<file path="src/rtl/clk_pulse_gen_if.sv">
// rtl/clk_pulse_gen_if.sv - phase configuration handshake bundle for clk_pulse_gen
//
// Signals:
//   cfg_valid_i  new phase configuration offered (master -> slave)
//   cfg_ready_o  configuration can be accepted this cycle (slave -> master)
//   hi_cycles_i  high-phase length in clock cycles, 0 treated as 1
//   lo_cycles_i  low-phase length in clock cycles, 0 treated as 1
interface clk_pulse_gen_if #(
    parameter int CntW = 16
);
    logic            cfg_valid_i;
    logic            cfg_ready_o;
    logic [CntW-1:0] hi_cycles_i;
    logic [CntW-1:0] lo_cycles_i;

    modport master (
        output cfg_valid_i,
        output hi_cycles_i,
        output lo_cycles_i,
        input  cfg_ready_o
    );

    modport slave (
        input  cfg_valid_i,
        input  hi_cycles_i,
        input  lo_cycles_i,
        output cfg_ready_o
    );
endinterface

</file>
<file path="src/rtl/clk_pulse_gen.sv">
// rtl/clk_pulse_gen.sv - programmable divided clock with edge strobes and edge counter
//
// Ports:
//   clk_i       sole clock, posedge
//   rst_i       synchronous active-high reset
//   en_i        run request, level sensitive
//   cfg         phase configuration handshake (slave side)
//   cnt_clr_i   clears edge_cnt_o
//   clk_o       generated clock, registered
//   posedge_o   one-cycle strobe in the first high cycle of clk_o
//   negedge_o   one-cycle strobe in the first low cycle after a high phase
//   edge_cnt_o  saturating count of clk_o rising edges
//   busy_o      generator is not idle
module clk_pulse_gen #(
    parameter int CntW     = 16,
    parameter int EdgeCntW = 32
) (
    input  logic                clk_i,
    input  logic                rst_i,
    input  logic                en_i,
    clk_pulse_gen_if.slave      cfg,
    input  logic                cnt_clr_i,
    output logic                clk_o,
    output logic                posedge_o,
    output logic                negedge_o,
    output logic [EdgeCntW-1:0] edge_cnt_o,
    output logic                busy_o
);

    typedef enum logic [1:0] {
        IDLE = 2'd0,
        HIGH = 2'd1,
        LOW  = 2'd2
    } state_t;

    localparam logic [CntW-1:0] ONE = CntW'(1);

    state_t          state_q, state_d;
    logic [CntW-1:0] cnt_q, cnt_d;
    logic [CntW-1:0] sh_hi_q, sh_lo_q;
    logic [CntW-1:0] new_hi, new_lo;
    logic [CntW-1:0] eff_hi;
    logic            cnt_zero;
    logic            cfg_acc;

    assign cnt_zero = (cnt_q == '0);

    // Ready only at a period boundary so a running period always completes
    // with the values it started with.
    assign cfg.cfg_ready_o = (state_q == IDLE) || ((state_q == LOW) && cnt_zero);
    assign cfg_acc         = cfg.cfg_valid_i && cfg.cfg_ready_o;

    assign new_hi = (cfg.hi_cycles_i == '0) ? ONE : cfg.hi_cycles_i;
    assign new_lo = (cfg.lo_cycles_i == '0) ? ONE : cfg.lo_cycles_i;

    // A config accepted on the same edge that starts a HIGH phase is used
    // for that phase.
    assign eff_hi = cfg_acc ? new_hi : sh_hi_q;

    always_comb begin
        state_d = state_q;
        cnt_d   = cnt_q;
        case (state_q)
            IDLE: begin
                if (en_i) begin
                    state_d = HIGH;
                    cnt_d   = eff_hi - ONE;
                end
            end
            HIGH: begin
                // No config can be accepted in HIGH, so the shadow low value
                // is the one that belongs to this period.
                if (cnt_zero) begin
                    state_d = LOW;
                    cnt_d   = sh_lo_q - ONE;
                end else begin
                    cnt_d = cnt_q - ONE;
                end
            end
            LOW: begin
                if (cnt_zero) begin
                    if (en_i) begin
                        state_d = HIGH;
                        cnt_d   = eff_hi - ONE;
                    end else begin
                        state_d = IDLE;
                    end
                end else begin
                    cnt_d = cnt_q - ONE;
                end
            end
            default: begin
                state_d = IDLE;
                cnt_d   = '0;
            end
        endcase
    end

    always_ff @(posedge clk_i) begin
        if (rst_i) begin
            state_q   <= IDLE;
            cnt_q     <= '0;
            sh_hi_q   <= ONE;
            sh_lo_q   <= ONE;
            clk_o     <= 1'b0;
            posedge_o <= 1'b0;
            negedge_o <= 1'b0;
            busy_o    <= 1'b0;
        end else begin
            state_q   <= state_d;
            cnt_q     <= cnt_d;
            if (cfg_acc) begin
                sh_hi_q <= new_hi;
                sh_lo_q <= new_lo;
            end
            clk_o     <= (state_d == HIGH);
            posedge_o <= (state_d == HIGH) && (state_q != HIGH);
            negedge_o <= (state_q == HIGH) && (state_d != HIGH);
            busy_o    <= (state_d != IDLE);
        end
    end

    // The count advances at the end of each posedge_o cycle; a clear in that
    // same cycle keeps the edge being counted.
    always_ff @(posedge clk_i) begin
        if (rst_i) begin
            edge_cnt_o <= '0;
        end else if (cnt_clr_i) begin
            edge_cnt_o <= {{(EdgeCntW-1){1'b0}}, posedge_o};
        end else if (posedge_o && (edge_cnt_o != '1)) begin
            edge_cnt_o <= edge_cnt_o + EdgeCntW'(1);
        end
    end

endmodule

</file>
<file path="src/flat_wrapper.sv">
// flat-port wrapper written by rule: the top's interface ports become plain ports
module clk_pulse_gen_flat 
#(
    parameter int CntW     = 16,
    parameter int EdgeCntW = 32
)
  (clk_i, rst_i, en_i, cnt_clr_i, clk_o, posedge_o, negedge_o, edge_cnt_o, busy_o, cfg_cfg_valid_i, cfg_hi_cycles_i, cfg_lo_cycles_i, cfg_cfg_ready_o);
  clk_pulse_gen_if #(.CntW(CntW)) cfg_i ();
  input  logic clk_i;
  input  logic rst_i;
  input  logic en_i;
  input  logic cnt_clr_i;
  output logic clk_o;
  output logic posedge_o;
  output logic negedge_o;
  output logic [EdgeCntW-1:0] edge_cnt_o;
  output logic busy_o;
  input wire logic [$bits(cfg_i.cfg_valid_i)-1:0] cfg_cfg_valid_i;
  input wire logic [$bits(cfg_i.hi_cycles_i)-1:0] cfg_hi_cycles_i;
  input wire logic [$bits(cfg_i.lo_cycles_i)-1:0] cfg_lo_cycles_i;
  output wire logic [$bits(cfg_i.cfg_ready_o)-1:0] cfg_cfg_ready_o;
  assign cfg_i.cfg_valid_i = cfg_cfg_valid_i;
  assign cfg_i.hi_cycles_i = cfg_hi_cycles_i;
  assign cfg_i.lo_cycles_i = cfg_lo_cycles_i;
  assign cfg_cfg_ready_o = cfg_i.cfg_ready_o;
  clk_pulse_gen #(.CntW(CntW), .EdgeCntW(EdgeCntW)) u_core (.clk_i(clk_i), .rst_i(rst_i), .en_i(en_i), .cfg(cfg_i), .cnt_clr_i(cnt_clr_i), .clk_o(clk_o), .posedge_o(posedge_o), .negedge_o(negedge_o), .edge_cnt_o(edge_cnt_o), .busy_o(busy_o));
endmodule
</file>
<file path="config.mk">
export PLATFORM = sky130hd
export DESIGN_NAME = clk_pulse_gen_flat
export DESIGN_NICKNAME = d
export VERILOG_FILES = /design/src/rtl/clk_pulse_gen_if.sv /design/src/rtl/clk_pulse_gen.sv /design/src/flat_wrapper.sv
export SDC_FILE = /design/constraint.sdc
export NUM_CORES = 1
export LEC_CHECK = 0
export ABC_AREA = 0
export CORE_AREA = 2 2 97 99
export CTS_CLUSTER_SIZE = 16
export DETAILED_ROUTE_END_ITERATION = 8
export DIE_AREA = 0 0 99 101
export GPL_TIMING_DRIVEN = 0
export PLACE_DENSITY = 0.84
export SYNTH_ARGS = -nofsm -noshare
export SYNTH_HDL_FRONTEND = slang
export SYNTH_SLANG_ARGS = --single-unit
</file>
<file path="constraint.sdc">
create_clock -name clk_i -period 6.7 [get_ports clk_i]
set_input_delay 1.34 -clock clk_i [delete_from_list [all_inputs] [get_ports clk_i]]
set_output_delay 1.34 -clock clk_i [all_outputs]
set_load 0.03 [all_outputs]
</file>
# Yosys cells after proc, flatten, opt, wreduce, memory -nomap -nowiden
# Cells that the tools add are included.
[word_totals]
regBits = 86
in_bits = 37
output_inout_bits = 37
elab_cells = 47
[op_classes]
addsub = 4
eq_ne = 6
mux = 14
reduce_logical = 13
[op_table]
columns = ["operator", "n"]
rows = [
  ["two-way mux 16 bit", 6],
  ["zero test 16 bit", 3],
  ["case mux 16 bit (3 select lines)", 1],
  ["subtractor 16 x 1 -> 16 bit, second input constant", 3],
  ["adder 32 x 1 -> 32 bit, second input constant", 1],
  ["!= test 32 bit, second input constant", 1],
  ["two-way mux 2 bit", 3],
  ["case mux 2 bit (3 select lines)", 1],
  ["logical AND 1 bit", 5],
  ["== test 2 x 1 -> 1 bit, second input constant", 2],
  ["!= test 2 x 1 -> 1 bit, second input constant", 2],
  ["nonzero test 2 bit", 2],
  ["two-way mux 1 bit", 3],
  ["== test 2 bit, second input constant", 1],
  ["zero test 2 bit", 1],
  ["OR reduction 2 bit", 1],
  ["logical OR 1 bit", 1],
]

# Depth between registers and ports, before layout
[depth]
word_depth = 9
mapped_depth = 17
depth_no_buf = 15

# Least setup slack after synthesis
# No wires, ideal clock.
[synth_timing]
path_kind = "input to register"
from = "input cfg_hi_cycles_i[3]"
to = "register u_core.cnt_q[12]"
setup_ns = 0.138
arrival_ns = 3.718
t_required_ns = 6.562
path_slack_ns = 2.844
cell_stages = 15
n_path_buf = 2
path_cell_list = "or4_1 -> clkbuf_1 -> nor2_1 -> nor4b_1 -> or3_1 -> o21ai_1 -> ha_1 -> clkbuf_1 -> nand2b_1 -> nor3_2 -> nand2_1 -> xor2_1 -> mux2i_1 -> a221oi_1 -> a311oi_1"
[synth_between]
elab_chain_cells = 7
[synth_rtl]
columns = ["element", "line_no", "source"]
rows = [
  ["from (decl)", "flat_wrapper.sv:19", "input wire logic [$bits(cfg_i.hi_cycles_i)-1:0] cfg_hi_cycles_i;"],
  ["zero test 16 bit", "clk_pulse_gen.sv:53", "assign new_hi = (cfg.hi_cycles_i == '0) ? ONE : cfg.hi_cycles_i;"],
  ["two-way mux 16 bit (*)", "clk_pulse_gen.sv:53", ""],
  ["two-way mux 16 bit (*)", "-", ""],
  ["subtractor 16 x 1 -> 16 bit (*)", "clk_pulse_gen.sv:67, clk_pulse_gen.sv:84", ""],
  ["two-way mux 16 bit (*)", "clk_pulse_gen.sv:65, clk_pulse_gen.sv:82", ""],
  ["two-way mux 16 bit", "clk_pulse_gen.sv:81", "if (cnt_zero) begin"],
  ["case mux 16 bit (3 select lines) (*)", "clk_pulse_gen.sv:63", "case (state_q)"],
  ["to (signal assigned)", "clk_pulse_gen.sv:111", "cnt_q <= cnt_d;"],
  ["to (decl)", "clk_pulse_gen.sv:39", "logic [CntW-1:0] cnt_q, cnt_d;"],
]
# Every way passes the cells marked *; elsewhere a longest branch is shown, timed or not.
# A chain may end at the register's enable or synchronous reset.

# Worst setup path after layout
# Ends and elaborated chain as after synthesis.

==> impl_metrics.toml <==
[power_and_ir_drop]
p_switching_uw = 468
power.leakage_nw = 2.13
p_int_uw = 908
pwr-share-seq_pct = 42.6
swShare_pct = 34.0
comb_power_share_pct = 28.2
p_clk_share_pct = 29.1
powerDensity_mw_per_mm2 = 220
ir_drop_v = 0.000108
p_total_mw = 1.38

[setup_path]
cp_data_required_time_ns = 6.97
cp_max_fo = 9
path_buf_inv = 3
critical_path.most_common_cell = "clkbuf_1"
cp-start-kind = "input port"
slowest_stage = "clkdlybuf4s50_1"
r2r-end = "u_core.cnt_q[12]"
critPathKind = "in -> reg"
cp_slowest_stage_delay_ns = 0.57
worstPathArrival_ns = 5.12
critPathCaptureType = "flip-flop"
path_cells = "clkdlybuf4s50_1 -> or4_1 -> clkbuf_1 -> nor2_1 -> nor4b_1 -> or3_1 -> o21ai_1 -> ha_1 -> clkbuf_1 -> nand2b_1 -> nor3_2 -> nand2_1 -> xor2_1 -> mux2i_1 -> a221oi_1 -> a311oi_1"
reg2reg_depth = 17
crit_family = "simple AND/OR/NAND/NOR gates"
r2r_setup_slack_ns = 2.51
timing.rr.start = "u_core.cnt_q[0]"

[worst_hold_path]
min-delay-start = "u_core.sh_hi_q[15]"
hold_depth = 2
hold_end = "u_core.sh_hi_q[15]"
hold_class = "reg -> reg"

[global_routing]
grt_pass1_vias = 5071
overflow = 0
antenna_found_initial = 0
grtUsageTotal_pct = 29.8
grt_first_pass_wirelength_mm = 24.2
grt_max_degree = 15

[place]
port_buffers = 72
hpwlAfterDp_mm = 11.4
dpl.cell_count = 867
dp_slack_ns = 1.58
finalWeightedCongestion = 1.01

[logic_synthesis]
ys.flop_type = "dfxtp_1"
ys_ff_latch = 86
syn_avg_cell_area_um2 = 7.59
yosysTopAreaCell = "dfxtp_1"
netlist_instances = 684
syn_nets = 726
synth_cell_types = 71
netlist.area_leader.share_pct = 33.2
seq_area_frac_synth_pct = 33.2
synth_area_leaders = "dfxtp_1 (33%), nand2_1 (8.2%), xor2_1 (6.7%)"
synth_edf_count = 0
syn_area_mm2 = 0.00519
async_reset_ff_share_pct = 0
yosys_warnings = 0

[floorplanning]
die_y_um = 101
die-area_mm2 = 0.0100
dieWidth_um = 99
io_pins = 74
start_util_pct = 57.8
rows = 35
core_area_mm2 = 0.00898

[cts]
cts_tree = "yes"
hold_buffers = 0
numCtsBuffers = 9
cts_resized = 0
cts_sinks = 86
ctsRootBufferMaster = "clkbuf_8"
clk_path_buf_depth = 2
htree_levels = 3
post-cts-setup-buffers = 0
worstSkewPairLatency_ns = 0.36
cts.clk_slew.worst_paths_ns = 0.09

[sta]
finalSetupViolCount = 0
worst_pin_slew_ns = 0.860
finalMaxSlewViolations = 0
timing.slew.headroom_pct = 42.1
grt_setup_unrepaired = "no"
setup_tns_ns = 0
fmax_ghz = 0.206
finalCritPeriodShare_pct = 72.4
fin_worst_skew_ns = 0.0134
fin_crit_ns = 4.85
hold_violations = 0
fin_ws_ns = 1.85

[routing]
wirelength_mm = 14.9
drt_iter0_drc = 373
ant_nets = 0
post_drt_wl_per_cell_um = 16.9
vias = 5338
drc = 0
vias_per_cell = 6.05
firstDrtPassIters = 6

[final_layout]
syn_to_final_growth_pct = 20.6
layout_common_cells = "nand2_1 (113), dfxtp_1 (86), nor2_1 (81), clkdlybuf4s50_1 (72), a21oi_1 (51)"
finalNonFillerCells = 882
drive_gt1_share_pct = 5.97
final_common_cell = "nand2_1"
n_antenna_cell = 0
layout.nets = 809

[job]
drv_cap = 0

[run_status]
run_status = "completed"
==> state kept, by name (all words and copies together) (netlist names) <==
register,count
u_core.busy_o,1
u_core.cnt_q,16
u_core.state_q,2
u_core.clk_o,1
u_core.edge_cnt_o,32
u_core.sh_lo_q,16
u_core.sh_hi_q,16
u_core.negedge_o,1
u_core.posedge_o,1
==> how the worst max path moves through the flow <==
stage | startpoint | cells past startpoint | slack [ns] | to
after floorplan | cfg_hi_cycles_i[3] | 15 | 2.84 | u_core.cnt_q[12]
after global placement | cfg_hi_cycles_i[3] | 16 | 1.59 | u_core.cnt_q[12]
after detailed placement | cfg_hi_cycles_i[3] | 16 | 1.58 | u_core.cnt_q[12]
after CTS | cfg_hi_cycles_i[3] | 16 | 1.94 | u_core.cnt_q[12]
after global routing | cfg_hi_cycles_i[3] | 16 | 1.55 | u_core.cnt_q[12]
final | cfg_hi_cycles_i[3] | 16 | 1.85 | u_core.cnt_q[12]
==> cell type report <==
class,count,area [um2]
Buffer,34,174
Inverter,16,60.1
Tap cell,111,139
Clock inverter,5,83.8
Sequential cell,86,1720
Clock buffer,10,128
Multi-Input combinational cell,548,3240
Timing Repair Buffer,72,721
Fill cell,760,2710
==> kinds of logic (layout without fill, tap and decap cells) <==
| kind of cell | count (synthesis) | after routing | share of synthesized area [%] |
|---|---|---|---|
| and+or+nand+nor | 327 | 327 | 30.8 |
| AOI/OAI and AO/OA | 136 | 136 | 16.6 |
| DFF | 86 | 86 | 33.2 |
| xor gates and xnor gates | 72 | 72 | 12.1 |
| buffers and inverters | 50 | 137 | 4.51 |
| muxes | 8 | 8 | 1.59 |
| adders and majority gates | 5 | 5 | 1.20 |
==> synthesized netlist by cell type (4+ instances only) <==
cell type  number
nor4_2          4
or3_1           7
xor2_1         40
o221ai_1        4
nor2b_1         4
nand4_1        15
o211ai_1        8
o21ai_0        16
nand2_1       113
a22oi_1         6
nor2_1         81
a21oi_1        51
or4_1           4
a31oi_1         5
inv_1          13
nand3_1        30
xnor2_1        32
and3_1          9
dfxtp_1        86
nor3_1         18
buf_4           4
o21ai_1        10
clkbuf_1       21
o22ai_1         5
nor4_1         14
ha_1            5
mux2i_1         6
==> worst min-delay path: cells and delay by family, from the launching register on <==
family | cells | cell delay [ns]
AO/OA/AOI/OAI | 1 | 0.05
flip-flops | 1 | 0.32
AND/OR/NAND/NOR | 1 | 0.05
==> through the flow <==
step | util [%] | cell area, um2 | hold WS (ns)
floorplan | - | 5190 | 0.448
global placement | 67.4 | 6050 | 0.455
detailed placement | 67.4 | 6050 | 0.459
CTS | 69.8 | 6260 | 0.471
global route | 69.8 | 6260 | 0.480
finish | 69.8 | 6260 | 0.477
==> power groups by stage <==
stage | clock, mW | sequential (mW) | combinational [mW]
after floorplan | 0 | 0.591 | 0.267
after global placement | 0 | 0.594 | 0.370
after detailed placement | 0 | 0.596 | 0.378
after CTS | 0.405 | 0.585 | 0.380
after global routing | 0.424 | 0.591 | 0.424
final | 0.401 | 0.586 | 0.388
==> per-layer routing <==
| metal | track usage, % | vias up | routed length (um) |
|---|---|---|---|
| met5 | 0 | - | 0 |
| met4 | 15.9 | 0 | 549 |
| met3 | 4.02 | 44 | 920 |
| met2 | 51.0 | 217 | 7040 |
| met1 | 36.5 | 2490 | 6370 |
| li1 | - | 2587 | - |
Power figures use the tool's default switching activity.
